## config.mk

```make
export PLATFORM = sky130hd
export DESIGN_NAME = motor_ramp_ctrl_flat
export DESIGN_NICKNAME = d
export VERILOG_FILES = /design/src/rtl/motor_ramp_ctrl_if.sv /design/src/rtl/motor_ramp_ctrl.sv /design/src/flat_wrapper.sv
export SDC_FILE = /design/constraint.sdc
export NUM_CORES = 1
export LEC_CHECK = 0
export ABC_AREA = 1
export CORE_MARGIN = 2
export CORE_UTILIZATION = 50
export CTS_CLUSTER_DIAMETER = 40
export DETAILED_ROUTE_END_ITERATION = 10
export DONT_BUFFER_PORTS = 1
export SYNTH_ARGS = -nofsm -noshare
export SYNTH_HDL_FRONTEND = slang
export SYNTH_SLANG_ARGS = --single-unit
```

## constraint.sdc

```tcl
create_clock -name OUT_CLK -period 4.2 [get_ports OUT_CLK]
set_input_delay 0.84 -clock OUT_CLK [delete_from_list [all_inputs] [get_ports OUT_CLK]]
set_output_delay 0.84 -clock OUT_CLK [all_outputs]
set_load 0.01 [all_outputs]
```

## src/rtl/motor_ramp_ctrl_if.sv

```systemverilog
// Duty-target offer/accept handshake between the host and the ramp scheduler.
interface motor_ramp_ctrl_if;
  logic [7:0] target;
  logic       target_valid;
  logic       target_ready;

  modport master (output target, output target_valid, input target_ready);
  modport slave  (input target, input target_valid, output target_ready);
endinterface

```

## src/rtl/motor_ramp_ctrl.sv

```systemverilog
// Slew-limited duty scheduler for the Hall-commutated drive, with stall and
// illegal-Hall supervision that latches a fault and forces duty to zero.
module motor_ramp_ctrl #(
  parameter int unsigned RAMP_DIV     = 16,
  parameter int unsigned STEP         = 4,
  parameter int unsigned MIN_DUTY     = 16,
  parameter int unsigned STALL_CYCLES = 50000
) (
  input  logic             RST,
  input  logic             OUT_CLK,
  input  logic             enable,
  motor_ramp_ctrl_if.slave tgt_if,
  input  logic [2:0]       H,
  input  logic             fault_clr,
  output logic [7:0]       duty,
  output logic             busy,
  output logic             at_target,
  output logic             fault,
  output logic [1:0]       fault_code
);

  localparam logic [7:0]  DIV_LAST   = 8'(RAMP_DIV - 1);
  localparam logic [8:0]  STEP9      = 9'(STEP);
  localparam logic [8:0]  MIN9       = 9'(MIN_DUTY);
  localparam logic [15:0] STALL_LAST = 16'(STALL_CYCLES - 1);

  typedef enum logic [2:0] {
    IDLE,
    RAMP,
    HOLD,
    STOP,
    FLT
  } state_t;

  state_t      state, state_n;
  logic [7:0]  duty_n;
  logic        fault_n;
  logic [1:0]  code_n;
  logic [7:0]  tgt_reg;
  logic [2:0]  hall_s1, hall_s2, hall_prev;
  logic [7:0]  pre, pre_n;
  logic [15:0] stall_cnt, stall_n;

  logic       hall_edge, hall_bad, supervised, armed, stall_hit, ramping, tick;
  logic [7:0] floor_val, up_val, dn_val, stepped;
  logic [8:0] up9;

  assign hall_edge  = hall_s2 != hall_prev;
  // Illegal only when both the current and the previous synchronised sample are 000/111.
  assign hall_bad   = (hall_s2 == 3'b000 || hall_s2 == 3'b111) &&
                      (hall_prev == 3'b000 || hall_prev == 3'b111);
  assign supervised = (state == RAMP) || (state == HOLD) || (state == STOP);
  assign armed      = {1'b0, duty} >= MIN9;
  assign stall_hit  = armed && !hall_edge && (stall_cnt == STALL_LAST);
  assign ramping    = (state == RAMP) || (state == STOP);
  assign tick       = ramping && (pre == DIV_LAST);

  assign floor_val = (state == RAMP) ? tgt_reg : '0;
  assign up9       = {1'b0, duty} + STEP9;
  assign up_val    = (up9 >= {1'b0, floor_val}) ? floor_val : up9[7:0];
  assign dn_val    = ({1'b0, duty} >= ({1'b0, floor_val} + STEP9)) ?
                     8'(duty - STEP9[7:0]) : floor_val;
  assign stepped   = (duty < floor_val) ? up_val :
                     (duty > floor_val) ? dn_val : duty;

  always_comb begin
    state_n = state;
    duty_n  = duty;
    fault_n = fault;
    code_n  = fault_code;
    if (supervised && hall_bad) begin
      state_n = FLT;
      duty_n  = '0;
      fault_n = 1'b1;
      code_n  = 2'b10;
    end else if (supervised && stall_hit) begin
      state_n = FLT;
      duty_n  = '0;
      fault_n = 1'b1;
      code_n  = 2'b01;
    end else begin
      case (state)
        IDLE: begin
          duty_n = '0;
          if (enable && tgt_reg != '0) state_n = RAMP;
        end
        RAMP: begin
          if (!enable) begin
            state_n = STOP;
          end else if (tick) begin
            duty_n = stepped;
            if (stepped == tgt_reg) state_n = HOLD;
          end
        end
        HOLD: begin
          if (!enable)                state_n = STOP;
          else if (tgt_reg != duty)   state_n = RAMP;
        end
        STOP: begin
          if (enable)                 state_n = RAMP;
          else if (duty == '0)        state_n = IDLE;
          else if (tick)              duty_n  = stepped;
        end
        FLT: begin
          duty_n = '0;
          if (fault_clr && !enable) begin
            state_n = IDLE;
            fault_n = 1'b0;
            code_n  = 2'b00;
          end
        end
        default: begin
          state_n = IDLE;
          duty_n  = '0;
        end
      endcase
    end
  end

  always_comb begin
    stall_n = '0;
    if (supervised && state_n != FLT && !hall_edge && armed) stall_n = stall_cnt + 16'd1;
  end

  always_comb begin
    pre_n = '0;
    if (ramping && !tick) pre_n = pre + 8'd1;
  end

  always_ff @(posedge OUT_CLK or posedge RST) begin
    if (RST) begin
      state      <= IDLE;
      duty       <= '0;
      fault      <= 1'b0;
      fault_code <= 2'b00;
      tgt_reg    <= '0;
      hall_s1    <= 3'b001;
      hall_s2    <= 3'b001;
      hall_prev  <= 3'b001;
      pre        <= '0;
      stall_cnt  <= '0;
    end else begin
      state      <= state_n;
      duty       <= duty_n;
      fault      <= fault_n;
      fault_code <= code_n;
      hall_s1    <= H;
      hall_s2    <= hall_s1;
      hall_prev  <= hall_s2;
      pre        <= pre_n;
      stall_cnt  <= stall_n;
      if (tgt_if.target_valid && tgt_if.target_ready) tgt_reg <= tgt_if.target;
    end
  end

  assign tgt_if.target_ready = state != FLT;
  assign busy                = state != IDLE;
  assign at_target           = state == HOLD;

endmodule

```

## src/flat_wrapper.sv

```systemverilog
// flat-port wrapper written by rule: the top's interface ports become plain ports
module motor_ramp_ctrl_flat 
#(
  parameter int unsigned RAMP_DIV     = 16,
  parameter int unsigned STEP         = 4,
  parameter int unsigned MIN_DUTY     = 16,
  parameter int unsigned STALL_CYCLES = 50000
)
  (RST, OUT_CLK, enable, H, fault_clr, duty, busy, at_target, fault, fault_code, tgt_if_target, tgt_if_target_valid, tgt_if_target_ready);
  motor_ramp_ctrl_if tgt_if_i ();
  input  logic RST;
  input  logic OUT_CLK;
  input  logic enable;
  input  logic [2:0] H;
  input  logic fault_clr;
  output logic [7:0] duty;
  output logic busy;
  output logic at_target;
  output logic fault;
  output logic [1:0] fault_code;
  input wire logic [$bits(tgt_if_i.target)-1:0] tgt_if_target;
  input wire logic [$bits(tgt_if_i.target_valid)-1:0] tgt_if_target_valid;
  output wire logic [$bits(tgt_if_i.target_ready)-1:0] tgt_if_target_ready;
  assign tgt_if_i.target = tgt_if_target;
  assign tgt_if_i.target_valid = tgt_if_target_valid;
  assign tgt_if_target_ready = tgt_if_i.target_ready;
  motor_ramp_ctrl #(.RAMP_DIV(RAMP_DIV), .STEP(STEP), .MIN_DUTY(MIN_DUTY), .STALL_CYCLES(STALL_CYCLES)) u_core (.RST(RST), .OUT_CLK(OUT_CLK), .enable(enable), .tgt_if(tgt_if_i), .H(H), .fault_clr(fault_clr), .duty(duty), .busy(busy), .at_target(at_target), .fault(fault), .fault_code(fault_code));
endmodule
```

==> summary.md, run 1 <==
| Metric | Value |
|---|---|
| Status | `finished, final reports clean` |
| Rows | `32` |
| Asr flop ratio synth | `100.0%` |
| TNS Setup | `0 ps` |
| Post-layout util | `54.16%` |
| Compound-Gate Fraction of Synth Area | `8.245%` |
| Most common cell after layout, fill and taps aside | `nand2_1` |
| IO Pins | `30` |
| Hold Crit Class | `flop to flop` |
| Final worst slack | `452.8 ps` |
| Placed Area | `approximately 4000 um2` |
| EDFF count, synth | `0` |
| Sw frac | `55.79%` |
| Vias in the first global route | `approximately 3600` |
| Slowest cell on the critical path | `dfrtp_1` |
| Final period util | `89.22%` |
| Die Wd | `between 90 and 100 um` |
| Min Hold Slack | `357.3 ps` |
| Setup Fix Bufs, Post-CTS | `0` |
| Flop pwr share | `between 20% and 30%` |
| CTS buffer count | `5` |
| DRC Markers | `0` |
| Diodes inserted | `0` |
| Routed len/inst | `between 15 and 20 um` |
| Cell count after synthesis | `570` |
| GRT Residual Overflow | `0` |
| DP Cell Count | `666` |
| P_sw | `1.710 mW` |
| Type of origin of the critical path | `flop` |
| Worst Max-Slew Pin Slew | `860.4 ps` |
| Clock group share of total power | `9.9%` |
| Sequential cell area fraction in the yosys report | `34.58%` |
| Crit path kind | `flop to flop` |
| First-pass GRT wire length | `between 15 and 20 mm` |
| CTS tree | `done` |
| Critical Path RT | `4390 ps` |
| Max reg flops | `16` |
| Die Area | `8713 um2` |
| P_int | `1.355 mW` |
| Layout cell share with drive strength beyond 1 | `6.993%` |
| Largest family of logic cells by synthesized area | `simple AND/OR/NAND/NOR gates` |
| Post-cts resize count | `0` |
| Pre-CTS WS | `451.0 ps` |
| H-Tree Depth | `2` |
| Commonest non-fill, non-tap cells in the layout | `152 x nand2_1, 71 x nor2_1, 70 x inv_1` |
| Final Slew Violations | `0` |
| Clk buf depth | `2` |
| Capturing element type of the critical path | `flop` |
| Final Hold Viols | `0` |
| Ys Warns | `0` |
| Synth Area in XOR/XNOR | `roughly 2.9%` |
| Adder-cell area share of the yosys netlist | `6.897%` |
| Mux contribution to synthesized area | `0%` |
| Initial antenna violation count | `0` |
| Sink Count | `between 50 and 60` |
| Pwr Total | `3.064 mW` |
| DR iter-0 viols | `approximately 250` |
| Via/cell ratio | `5.453` |
| Clock skew | `11.42 ps` |
| Initial Utilization | `51.65%` |
| Core area | `7727 um2` |
| Tot GR Track Use | `between 20% and 30%` |
| Worst path most repeated cell | `nand2_1` |
| GP Congestion | `approximately 1` |
| Final Setup Violations | `0` |
| Comb power frac | `66.4%` |
| Hold Buf Count CTS | `0` |
| Total wire length | `10.47 mm` |
| DP HPWL | `8.200 mm` |
| Area Growth Syn to Fin | `4.859%` |
| VDD IR max | `227.1 uV` |
| FF+latch count, synth | `55` |
| Post-layout instance area | `4185 um2` |
| Simple logic cell fraction of the synthesized area | `39.15%` |
| Cell area power density | `732.2 nW/um2` |
| RSZ-0062 raised after global routing | `no` |
| Max-Cap Viols | `0` |
| Most flop-heavy register | `u_core.stall_cnt` |
| Mapped cell area | `3991 um2` |
| Die height | `around 93 um` |
| Worst stage delay on the critical path | `roughly 450 ps` |
| Crit Path Max Fanout | `10` |
| Net Count, Synth | `608` |
| Port buffer count | `0` |
| Max Clk Rate | `0.2669 GHz` |
| Via total after detailed routing | `roughly 3700` |
| Clock latency at the later pin of the worst-skew pair | `310 ps` |
| Dominant synthesized flop cell | `dfrtp_1` |
| Max_slew headroom | `a little over two fifths` |
| Worst-path clk slew | `110 ps` |
| Largest net degree at the start of global routing | `41` |
| Antenna viol nets, final | `0` |
| CTS Root Cell | `clkbuf_8` |
| Leakage power | `approximately 2.1 nW` |
| Worst Path Arrival | `3930 ps` |
| Tmin final | `3747 ps` |
| Post-layout net count | `609` |
| Non-filler cells, final | `674` |
| Syn avg cell area | `7.002 um2` |
| DRT Pass-1 Iters | `5` |
| Netlist cell types | `37` |
[logic make-up (layout without fill, tap and decap cells)]
logic type / after synthesis / after routing
AO/OA/AOI/OAI: 60 / 60
XOR/XNOR: 13 / 13
adder cells (fa/ha/maj): 22 / 22
buffers and inverters: 84 / 86
flip-flops: 55 / 55
AND/OR/NAND/NOR: 336 / 336
[power by group through the flow]
stage,logic [mW],registers (mW),clock network (mW)
after detailed placement,2.00,0.736,0
final,2.03,0.727,0.304
after global placement,1.99,0.737,0
after floorplan,1.59,0.687,0
after CTS,2.01,0.725,0.314
after global routing,2.31,0.737,0.335
[cells in the mapped netlist (all sizes together), types with 2 or more instances]
| library cell | instances | area share [%] |
|---|---|---|
| nand3 | 57 | 7.8 |
| inv | 74 | 7.0 |
| buf | 6 | 0.91 |
| nor2 | 76 | 8.4 |
| xor2 | 11 | 2.4 |
| a2111oi | 2 | 0.44 |
| dfrtp | 52 | 33 |
| xnor2 | 2 | 0.44 |
| nand3b | 2 | 0.38 |
| nor3 | 13 | 1.6 |
| ha | 22 | 6.9 |
| nor3b | 10 | 1.9 |
| dfstp | 3 | 2.0 |
| nand2 | 162 | 17 |
| nand4 | 10 | 1.6 |
| nor4 | 6 | 0.94 |
| a21oi | 30 | 3.9 |
| o21ai | 22 | 2.8 |
| clkbuf | 3 | 0.28 |
[path summary, 6_finish.rpt]
kind / startpoint / endpoint / slack (ps) / cells after the start
setup reg to reg: u_core.state[2] / u_core.state[0] / 450 / 28
hold / removal: u_core.hall_s1[1] / u_core.hall_s2[1] / 360 / 0
hold reg to reg: u_core.hall_s1[1] / u_core.hall_s2[1] / 360 / 0
setup / recovery: u_core.state[2] / u_core.state[0] / 450 / 28
min in group asynchronous: RST / u_core.stall_cnt[3] / 570 / 1
max in group asynchronous: RST / u_core.hall_s1[0] / 2830 / 2
[worst max-delay path: cells and delay by family, from the launching register on]
| kind | cells | cell delay, ps |
|---|---|---|
| fa+ha+maj | 1 | 280 |
| simple gates | 22 | 2410 |
| compound gates | 3 | 320 |
| flops | 1 | 450 |
| buf+inv | 2 | 170 |
[layout make-up]
class	count	area, um2
tap	102	127.6
multi-input combinational	431	2281
fill	766	3542
clock buffer	5	68.82
timing repair buffer	3	22.52
sequential	55	1380
inverter	75	282.8
clock inverter	3	22.52
[layer usage]
layer  routed length, um  share of wire (%)  global-route usage [%]  vias up
met3                 599                5.7                   4.029       26
met2                4918                 47                   42.27      122
met4                 369                3.5                   10.66        0
met5                   0                  0                       0        -
met1                4579                 44                   33.11     1684
li1                    -                  -                       -     1843
Power figures use the tool's default switching activity.
==> inputs of run 2 (changes only) <==
Settings changed: SKIP_CTS_REPAIR_TIMING set to 1.
==> results of run 2 <==
The final DEF is identical to that of run 1; final timing and power are the same.
==> inputs of run 3 (changes only) <==
Clock period 4.2 ns to 4.8 ns, I/O delays scaled along.
==> run 3 against run 2 <==
Compared with the run above: wire length down 0.68%; register-to-register slack better by 540 ps; critical path depth unchanged; sequential cell count unchanged; via count about the same; cell count down 0.15%; sequential share of layout area up 0.059 points; critical path type unchanged; critical endpoint unchanged.
==> summary.md, run 3 (synthesized netlist as in run 1, its figures left out) <==
| Metric | Value |
|---|---|
| H-Tree Depth | `2 (unchanged)` |
| Worst-path clk slew | `110 ps (about the same)` |
| VDD IR max | `238.6 uV (+5.0%)` |
| Die Wd | `93.35 um (unchanged)` |
| Hold Crit Class | `flop to flop` |
| Most flop-heavy register | `u_core.stall_cnt` |
| M1 GR Usage | `34.61% (+1.5 points)` |
| Post-layout net count | `608 (-0.16%)` |
| Crit Path Max Fanout | `10 (unchanged)` |
| Final Setup Violations | `0 (unchanged)` |
| Sink Count | `55 (unchanged)` |
| Worst Path Arrival | `4000 ps (+70 ps)` |
| Max reg flops | `16 (unchanged)` |
| Via/cell ratio | `5.462 (+0.18%)` |
| Fillers | `782 (+2.1%)` |
| Initial antenna violation count | `0 (unchanged)` |
| TNS Setup | `0 ps (unchanged)` |
| Area Growth Syn to Fin | `4.671%` |
| Capturing element type of the critical path | `flop` |
| Met3 Use GR | `3.868% (-0.16 points)` |
| IO Pins | `30 (unchanged)` |
| GP Congestion | `0.9460 (-4.3%)` |
| Met2 usage | `42.33% (+0.060 points)` |
| Critical Path RT | `4990 ps (+600 ps)` |
| CTS tree | `done` |
| Leakage power | `2.093 nW (-0.25%)` |
| Most common cell after layout, fill and taps aside | `nand2_1` |
| Diodes inserted | `0 (unchanged)` |
| Worst path most repeated cell | `nand2_1` |
| Die Area | `8713 um2 (unchanged)` |
| Clock latency at the later pin of the worst-skew pair | `310 ps (about the same)` |
| Max Clk Rate | `0.2625 GHz (-1.7%)` |
| P_sw | `1.507 mW (-12%)` |
| RSZ-0062 raised after global routing | `no` |
| Tot GR Track Use | `25.65% (+0.16 points)` |
| Crit path kind | `flop to flop` |
| Tmin final | `3810 ps (+63.02 ps)` |
| CTS buffer count | `5 (unchanged)` |
| Clock group share of total power | `10.0% (about the same)` |
| Routed len/inst | `15.45 um (-0.53%)` |
| Layout cell share with drive strength beyond 1 | `6.830% (-0.16 points)` |
| GRT Residual Overflow | `0 (unchanged)` |
| DRT Pass-1 Iters | `6 (+1)` |
| Status | `finished, final reports clean` |
| Crit. Startpoint | `u_core.state[2]` |
| Max-Cap Viols | `0 (unchanged)` |
| Core area | `7727 um2 (unchanged)` |
| Commonest non-fill, non-tap cells in the layout | `152 x nand2_1, 71 x nor2_1, 70 x inv_1` |
| Die height | `93.35 um (unchanged)` |
| Sw frac | `56.06% (+0.27 points)` |
| Final Hold Viols | `0 (unchanged)` |
| Max_slew headroom | `44.49% (+2.1 points)` |
| R2r setup slk | `990 ps (+540 ps)` |
| Clock skew | `6.285 ps (-5.138 ps)` |
| Final period util | `79.38% (-9.8 points)` |
| RR Startpoint | `u_core.state[2]` |
| First-pass GRT wire length | `17.57 mm (+0.91%)` |
| Antenna viol nets, final | `0 (unchanged)` |
| Total wire length | `10.40 mm (-0.68%)` |
| Slowest cell on the critical path | `dfrtp_1` |
| Via total after detailed routing | `3676 (+0.027%)` |
| Hold path startpoint | `u_core.hall_s1[1]` |
| Largest net degree at the start of global routing | `56 (+37%)` |
| Pwr Total | `2.688 mW (-12%)` |
| Type of origin of the critical path | `flop` |
| Worst Max-Slew Pin Slew | `829.5 ps (-30.91 ps)` |
| Rows | `32 (unchanged)` |
| Worst stage delay on the critical path | `440 ps (about the same)` |
| P_int | `1.181 mW (-13%)` |
| Initial Utilization | `51.65% (unchanged)` |
| Final Slew Violations | `0 (unchanged)` |
| Cell area power density | `643.4 nW/um2 (-12%)` |
| Comb power frac | `66.2% (-0.2 points)` |
| DRC Markers | `0 (unchanged)` |
| Grt peak-use layer | `met2` |
| Flop pwr share | `23.9% (+0.2 points)` |
| DR iter-0 viols | `313 (+28%)` |
| Port buffer count | `0 (unchanged)` |
| Clk buf depth | `2 (unchanged)` |
| CTS Root Cell | `clkbuf_8` |
| Vias in the first global route | `3520 (-2.3%)` |
| DP HPWL | `7.974 mm (-2.8%)` |
## run 3: changes by cell type in the layout (fill, tap and decap cells not counted)
cell / previous run / this run
buf_4: 3 / 2
## run 3: power by group through the flow
stage | Clock (mW) | Combinational, mW | Sequential, mW
finish | 0.268 | 1.78 | 0.641
global route | 0.297 | 2.01 | 0.653
CTS | 0.278 | 1.74 | 0.641
detailed placement | 0 | 1.74 | 0.651
global placement | 0 | 1.74 | 0.652
floorplan | 0 | 1.39 | 0.601
## run 3: final timing paths
path                                       end  depth (start not counted)
min reg2reg                  u_core.hall_s2[1]                          0
min in group asynchronous  u_core.stall_cnt[6]                          2
max                            u_core.state[0]                         28
max in group asynchronous        u_core.pre[1]                          2
min                          u_core.hall_s2[1]                          0
max reg2reg                    u_core.state[0]                         28
## run 3: critical path: cells and delay by family (launching register included)
family,cells,cell delay [ps]
and+or+nand+nor,22,2490
buffers and inverters,2,170
AOI/OAI and AO/OA,3,300
adders and majority gates,1,290
DFF,1,440
## run 3: area by class of cell
| type | count | area, um2 | area share, % |
|---|---|---|---|
| clock inverters | 3 | 22.52 | 0.5391 |
| flip-flops and latches | 55 | 1380 | 33.03 |
| multi-input cells | 431 | 2281 | 54.60 |
| clock buffers | 5 | 68.82 | 1.647 |
| well taps | 102 | 127.6 | 3.055 |
| inverters | 75 | 282.8 | 6.768 |
| repair buffers | 2 | 15.01 | 0.3594 |
## run 3: routing by layer
layer | up-vias | part of all wire, %
met2 | 109 | 48
li1 | 1853 | -
met5 | - | 0
met4 | 0 | 2.9
met1 | 1695 | 44
met3 | 19 | 5.6
## run 3: metrics by stage
step	worst slack, ps	hold slack, ps	instance area, um2	std cells	utilization [%]
after floorplan	1776	331.2	3991	570	-
after global placement	1045	334.1	4086	665	52.88
after detailed placement	1047	341.1	4086	665	52.88
after CTS	1028	364.9	4178	673	54.06
after global routing	651.8	368.7	4178	673	54.06
final	989.8	359.6	4178	673	54.06
